File: src/rtl/div_128_64.sv
// Radix-2 restoring unsigned divider: 2*WIDTH-bit dividend / WIDTH-bit divisor,
// one quotient bit per clock, valid/ready request and one-cycle result strobe.
module div_128_64 #(
    parameter int unsigned WIDTH = 64
) (
    input  logic                 i_CLK,
    input  logic                 i_RST,
    input  logic                 i_VALID,
    output logic                 o_READY,
    input  logic [2*WIDTH-1:0]   i_DIVIDEND,
    input  logic [WIDTH-1:0]     i_DIVISOR,
    output logic                 o_VALID,
    output logic [WIDTH-1:0]     o_QUOTIENT,
    output logic [WIDTH-1:0]     o_REMAINDER,
    output logic                 o_DIV_ZERO,
    output logic                 o_OVERFLOW
);

    localparam int unsigned CW = $clog2(WIDTH) + 1;

    typedef enum logic [1:0] {IDLE, CALC, DONE} state_t;

    state_t               state_q, state_d;
    logic [2*WIDTH:0]     prem_q, prem_d;
    logic [WIDTH-1:0]     divisor_q, divisor_d;
    logic [CW-1:0]        cnt_q, cnt_d;
    logic                 ready_q, ready_d;
    logic                 valid_q, valid_d;
    logic [WIDTH-1:0]     quo_q, quo_d;
    logic [WIDTH-1:0]     rem_q, rem_d;
    logic                 dz_q, dz_d;
    logic                 ov_q, ov_d;

    logic [2*WIDTH:0]     shifted;
    logic [WIDTH:0]       diff;
    logic [2*WIDTH:0]     step;

    always_comb begin
        state_d   = state_q;
        prem_d    = prem_q;
        divisor_d = divisor_q;
        cnt_d     = cnt_q;
        quo_d     = quo_q;
        rem_d     = rem_q;
        dz_d      = dz_q;
        ov_d      = ov_q;

        // Quotient bits enter at bit 0 while dividend bits move up into the remainder half.
        shifted = prem_q << 1;
        diff    = shifted[2*WIDTH:WIDTH] - {1'b0, divisor_q};
        if (shifted[2*WIDTH:WIDTH] >= {1'b0, divisor_q}) begin
            step = {diff, shifted[WIDTH-1:1], 1'b1};
        end else begin
            step = shifted;
        end

        case (state_q)
            IDLE: begin
                if (i_VALID) begin
                    if (i_DIVISOR == '0) begin
                        quo_d   = '1;
                        rem_d   = i_DIVIDEND[WIDTH-1:0];
                        dz_d    = 1'b1;
                        ov_d    = 1'b0;
                        state_d = DONE;
                    end else if (i_DIVIDEND[2*WIDTH-1:WIDTH] >= i_DIVISOR) begin
                        quo_d   = '1;
                        rem_d   = '0;
                        dz_d    = 1'b0;
                        ov_d    = 1'b1;
                        state_d = DONE;
                    end else begin
                        prem_d    = {1'b0, i_DIVIDEND};
                        divisor_d = i_DIVISOR;
                        cnt_d     = '0;
                        state_d   = CALC;
                    end
                end
            end
            CALC: begin
                prem_d = step;
                cnt_d  = cnt_q + 1'b1;
                if (cnt_q == CW'(WIDTH - 1)) begin
                    quo_d   = step[WIDTH-1:0];
                    rem_d   = step[2*WIDTH-1:WIDTH];
                    dz_d    = 1'b0;
                    ov_d    = 1'b0;
                    state_d = DONE;
                end
            end
            DONE:    state_d = IDLE;
            default: state_d = IDLE;
        endcase

        ready_d = (state_d == IDLE);
        valid_d = (state_d == DONE);
    end

    always_ff @(posedge i_CLK or posedge i_RST) begin
        if (i_RST) begin
            state_q   <= IDLE;
            prem_q    <= '0;
            divisor_q <= '0;
            cnt_q     <= '0;
            ready_q   <= 1'b1;
            valid_q   <= 1'b0;
            quo_q     <= '0;
            rem_q     <= '0;
            dz_q      <= 1'b0;
            ov_q      <= 1'b0;
        end else begin
            state_q   <= state_d;
            prem_q    <= prem_d;
            divisor_q <= divisor_d;
            cnt_q     <= cnt_d;
            ready_q   <= ready_d;
            valid_q   <= valid_d;
            quo_q     <= quo_d;
            rem_q     <= rem_d;
            dz_q      <= dz_d;
            ov_q      <= ov_d;
        end
    end

    assign o_READY     = ready_q;
    assign o_VALID     = valid_q;
    assign o_QUOTIENT  = quo_q;
    assign o_REMAINDER = rem_q;
    assign o_DIV_ZERO  = dz_q;
    assign o_OVERFLOW  = ov_q;

endmodule

File: config.mk
export PLATFORM = sky130hd
export DESIGN_NAME = div_128_64
export DESIGN_NICKNAME = d
export VERILOG_FILES = /design/src/rtl/div_128_64.sv
export SDC_FILE = /design/constraint.sdc
export NUM_CORES = 1
export LEC_CHECK = 0
export CORE_ASPECT_RATIO = 1.25
export CORE_MARGIN = 2
export CORE_UTILIZATION = 59
export DETAILED_ROUTE_END_ITERATION = 16
export PLACE_DENSITY = 0.88
export SLEW_MARGIN = 40
export SYNTH_ARGS = -nofsm -noshare
export SYNTH_HDL_FRONTEND = slang
export SYNTH_SLANG_ARGS = --single-unit
File: constraint.sdc
create_clock -name i_CLK -period 32.9 [get_ports i_CLK]
set_clock_uncertainty 0.2 [all_clocks]
set_input_delay 3.29 -clock i_CLK [delete_from_list [all_inputs] [get_ports i_CLK]]
set_output_delay 3.29 -clock i_CLK [all_outputs]
set_load 0.005 [all_outputs]
==> metrics.cfg <==
[outcome]
status = complete, no violations

[yosys]
synth_compound_area_frac = 0.218
netlist.area_leader.share = 0.410
synth-seq-cells = 333
ys_seq_area_frac = 0.411
yosys_warnings = 0
synth-xor-area-share = 0.0264
synth_fp_nets = 2607
synthAdderAreaFrac = 0.0807
syn_inst = 2282
synth_area_leaders = dfrtp_1 41%, ha_1 8.0%, a21oi_1 6.5%
synth_mux_area_frac = 0.0666
synth_flop_cell = dfrtp_1
synth_top_family_by_area = compound AO/OA/AOI/OAI gates
ys_top_cells_by_count = 332 x dfrtp_1, 263 x a21oi_1, 223 x nor2_1
syn_avg_cell_area_um2 = 8.88
synth-simple-area-share = 0.138
synth_edf_count = 0
yosysMostFrequentCell = dfrtp_1
synth.distinct_cells = 75
synth_top_area_cell = dfrtp_1
synthArstFlopShare = 1.00
netlist_area_um2 = 20300

[worst_setup_path]
cp.arrival_ps = 8180
path_class = in2reg
path_max_fanout = 77
r2r_slack_ps = 27990
critPathLaunch = i_DIVISOR[29]
cp-end-kind = register
reg2reg_depth = 12
r2r-start = prem_q[81]
reg2reg_to = o_REMAINDER[37]
critical_path_required_ps = 33140
endpoint = divisor_q[50]
crit_path_start_kind = primary input

[die]
fp.dieArea_um2 = 35800
core_region_area_um2 = 33700
dieWidth_um = 170
rows = 75
io_pins = 327
dieHeight_um = 211
floorplan.initialDensity = 0.601

[drt]
drt_drc_violations_left = 0
drtAntennaViolNets = 0
totalWireLength_mm = 68.8
drt_first_pass_iters = 5
routed_via_density = 6.38
drt-initial-drc-count = 1979
wl_per_cell_um = 23.1
vias = 18972

[global_route]
antenna_found_initial = 3
grt_max_degree = 134
first_global_vias = 18929
grt_pass1_wl_mm = 106
track_usage = 0.381
grt_overflow_total = 0

[min_path]
hold_class = reg2reg

[timing]
max_freq_mhz = 126
final_hold_viol_count = 0
period_share = 0.241
maxSlewViolCount = 0
maxSlewHeadroom = 0.363
finalSetupViolCount = 0
finalSetupTns_ps = 0
rsz0062_at_grt = false
setup_ws_ps = 24970
min_period_ps = 7930
worst_slew_pin_slew_ps = 954

[place]
dpl.cell_count = 2913
placed_cell_area_um2 = 23700
dp_hpwl_mm = 51.0
port_buffers = 326
pre_cts_ws_ps = 24340
place_congestion = 1.00

[cells_and_area]
drive_gt1_frac = 0.0451
nNetsFinal = 2852
finish.instance_area_um2 = 24900
final_cells = 2975
area_growth_pct = 22.9

[clock_network]
clk_pin_slew_worst_paths_ps = 70
post-cts-setup-buffers = 0
cts_tree = done
clk_latency_ps = 550
cts.sinks = 333
cts_max_level = 2
cts_root_buf = clkbuf_16
numCtsBuffers = 35
cts_resized = 0
hold_buffers = 0
cts_buffer_depth = 3

[flow_run]
maxCapViolCount = 0

[power]
cellLeakagePower_nw = 11.5
p_per_area_nw_per_um2 = 35.7
ir_drop_mv = 0.0391

[area by class of cell]
cell class	count	area [um^2]
clock inverters	11	151
inverters	146	561
multi-input cells	1668	10800
diodes	2	5.00
fillers	2394	8790
well taps	423	529
flip-flops and latches	333	8330
clock buffers	49	998
repair buffers	343	3500
[per-layer routing]
layer  vias to the layer above  share of wire  GRT usage
li1                       8605              -          -
met1                      9179           0.38      0.464
met2                       960           0.46      0.607
met3                       228          0.071     0.0562
met4                         0          0.091      0.303
met5                         -              0          0
[logic make-up (layout without fill, tap and decap cells)]
kind of cell    Yosys count  in the layout
other cells               0              2
xor+xnor                 61             61
buf+inv                 281            549
flops                   333            333
compound gates          724            724
simple gates            620            620
fa+ha+maj               130            130
mux                     133            133
[report_power, final]
group	leakage (nW)	internal (mW)	switching (mW)
clock network	0.561	0.230	0.173
logic	7.04	0.0372	0.0406
registers	3.88	0.409	0
[worst max-delay path: stages]
cell and delay [ps]:
clkdlybuf4s50_1 600, inv_1 80, ha_1 300, a21o_1 190, a21o_1 170, a221o_1 360
a2111oi_1 900, o2bb2ai_1 200, nand4bb_4 480, buf_6 420, nor2_4 170, buf_4 600
nand2_1 220, o21ai_0 140
[worst min path at each step]
stage                    startpoint         endpoint  slack [ps]  cells past startpoint
floorplan               prem_q[107]      prem_q[107]         280                      2
global placement    o_REMAINDER[29]  o_REMAINDER[29]         270                      1
detailed placement  o_REMAINDER[49]  o_REMAINDER[49]         280                      1
CTS                 o_REMAINDER[49]  o_REMAINDER[49]         290                      1
global route        o_REMAINDER[32]  o_REMAINDER[32]         310                      1
finish              o_REMAINDER[49]  o_REMAINDER[49]         290                      1
[placed cells by master, fill, tap and decap left out, types with 36 or more instances in the layout]
| master | n |
|---|---|
| a21o_1 | 36 |
| a21oi_1 | 262 |
| a22oi_1 | 45 |
| a31oi_1 | 43 |
| clkdlybuf4s50_1 | 326 |
| dfrtp_1 | 332 |
| ha_1 | 129 |
| inv_1 | 145 |
| mux2i_1 | 119 |
| nand2_1 | 215 |
| nand4_1 | 41 |
| nor2_1 | 221 |
| o21ai_0 | 186 |
[sequential cells by signal, indices dropped and copies added (netlist names)]
name and cells:
o_QUOTIENT 64, prem_q 128, divisor_q 64, o_READY 1, o_DIV_ZERO 1, o_OVERFLOW 1
state_q 2, cnt_q 7, o_REMAINDER 64, o_VALID 1
[stage by stage]
step,hold slack [ps],utilization,power (mW)
final,289,0.739,0.890
after global routing,310,0.739,0.913
after CTS,294,0.738,0.891
after detailed placement,280,0.704,0.493
after global placement,274,0.700,0.489
after floorplan,283,-,0.449
No activity file was read; power rests on OpenSTA's default activity.
==> patch, RTL diff (config.mk and constraints unchanged) <==
Encoding of `state_t`: now one-hot (3 bits for 3 states).
--- a/src/rtl/div_128_64.sv
+++ b/src/rtl/div_128_64.sv
@@ -18,7 +18,7 @@
 
     localparam int unsigned CW = $clog2(WIDTH) + 1;
 
-    typedef enum logic [1:0] {IDLE, CALC, DONE} state_t;
+    typedef enum logic [2:0] {IDLE = 3'b001, CALC = 3'b010, DONE = 3'b100} state_t;
 
     state_t               state_q, state_d;
     logic [2*WIDTH:0]     prem_q, prem_d;
Check against the original RTL: same outputs for any inputs over 4 cycles, from zero or initial values and one cycle with i_RST high; so few cycles prove little.
==> patch against the unedited design <==
Die area is 0.33% higher; sequential cell count is 1 higher; hold slack better by 0.0087 ns; sequential share of layout area is 0.12 points higher; wire length is 0.80% lower; setup slack better by 0.18 ns; critical path type unchanged; final area hardly changed; area after synthesis is 0.34% higher; count of clock-buffer cells in the layout is 1 lower; core utilization is 1.2 points lower.
Power is left out: it rests on default switching activity, and per cell area and clock period it moved more than threefold.
==> patch: results (changes against the unedited design) <==
[finish]
drive_above_1_share_pct=4.65  ; +0.14 points
nets=2927  ; +2.6%
finalNonFillerCells=3056  ; +2.7%

[worst_setup_path]
max_stage_delay_ns=0.76  ; -0.14 ns
critPathMaxFanout=117  ; +52%

[drt]
first_iter_violations=2050  ; +3.6%
wirelength_um=68200  ; -0.80%
dr.pass1.iters=6  ; +1
vias=19600  ; +3.6%

[place]
pre_cts_slack_ns=24.61  ; +0.276 ns
globalplace.congestion=0.999  ; -0.43%
dp_hpwl_um=51200  ; +0.43%
place_inst=2994  ; +2.8%

[logic_synthesis]
synthAdderAreaFrac_pct=8.04  ; -0.027 points
synth.net_count=2696  ; +3.4%
synth_cell_types=84  ; +12%
yosys-top-cells-area=dfrtp_1 41%, nand2_1 8.0%, ha_1 7.9%, o21ai_0 3.7%, o22a_1 3.6%
synth_xor_xnor_area_share_pct=2.24  ; -0.40 points
synth_seq_area_share_pct=41.1  ; about the same
syn_area_per_cell_sq_um=8.57  ; -3.4%
synth_compound_area_share_pct=22.1  ; +0.30 points

[global_routing]
grt_max_degree=141  ; +5.2%
grt_pass1_wl_um=104000  ; -1.4%
grt_pass1_vias=18800  ; -0.69%
grt_usage_pct=37.2  ; -0.88 points

[cts]
ctsResizeCount=0  ; unchanged
cts_tree=yes

[status]
status=complete, no violations

[sta]
worst_pin_slew_ns=0.889  ; -0.0644 ns

## patch: cell types whose count changed after synthesis, moves of 34 or more
cell,delta
a21oi_1,-142
a22oi_1,-42
a31oi_1,+65
mux2i_1,-92
nand2_1,+218
nand3_1,+57
nor2_1,-58
o21ai_0,-34
o22a_1,+82
## patch: kinds of logic after synthesis
family / Yosys count
and+or+nand+nor: 839
DFF: 334
muxes: 44
AOI/OAI and AO/OA: 674
xor gates and xnor gates: 52
adders and majority gates: 130
buffers and inverters: 298
## patch: path summary, 6_finish.rpt
path	startpoint	endpoint	slack (ns)	depth (start not counted)
worst max-delay path	i_DIVISOR[58]	o_REMAINDER[18]	25.14	12
worst min-delay path	divisor_q[0]	divisor_q[0]	0.30	2
worst max register to register	prem_q[72]	o_REMAINDER[35]	28.18	12
worst min register to register	divisor_q[0]	divisor_q[0]	0.30	2
max in group asynchronous	i_RST	cnt_q[1]	27.71	4
min in group asynchronous	i_RST	o_QUOTIENT[13]	3.02	2
## patch: metal layers
metal	vias up	wire (um)	track usage, %
li1	8900	-	-
met1	9544	27700	50.1
met2	1009	31600	60.1
met3	194	5680	5.83
met4	0	3150	16.0
met5	-	0	0
## patch: per-stage QoR
step                hold WS [ns]  utilization, %  instance area, sq um
finish                     0.298            72.7                 24900
global route               0.317            72.7                 24900
CTS                        0.298            72.6                 24900
detailed placement         0.284            69.1                 23700
global placement           0.275            69.0                 23600
floorplan                  0.250               -                 20300
## patch: final cells by class
type                            count  area, sq um
Multi-Input combinational cell   1739        10800
Fill cell                        2577         9350
Sequential cell                   334         8360
Timing Repair Buffer              343         3430
Clock buffer                       48         1000
Inverter                          149          572
Tap cell                          429          537
Clock inverter                     12          186
Antenna cell                        2         5.00
## patch: critical path: cells and delay by family
kind                       cells  cell delay, ns
buffers and inverters          4            2.00
and+or+nand+nor                4            1.44
AOI/OAI and AO/OA              3            0.83
adders and majority gates      1            0.31
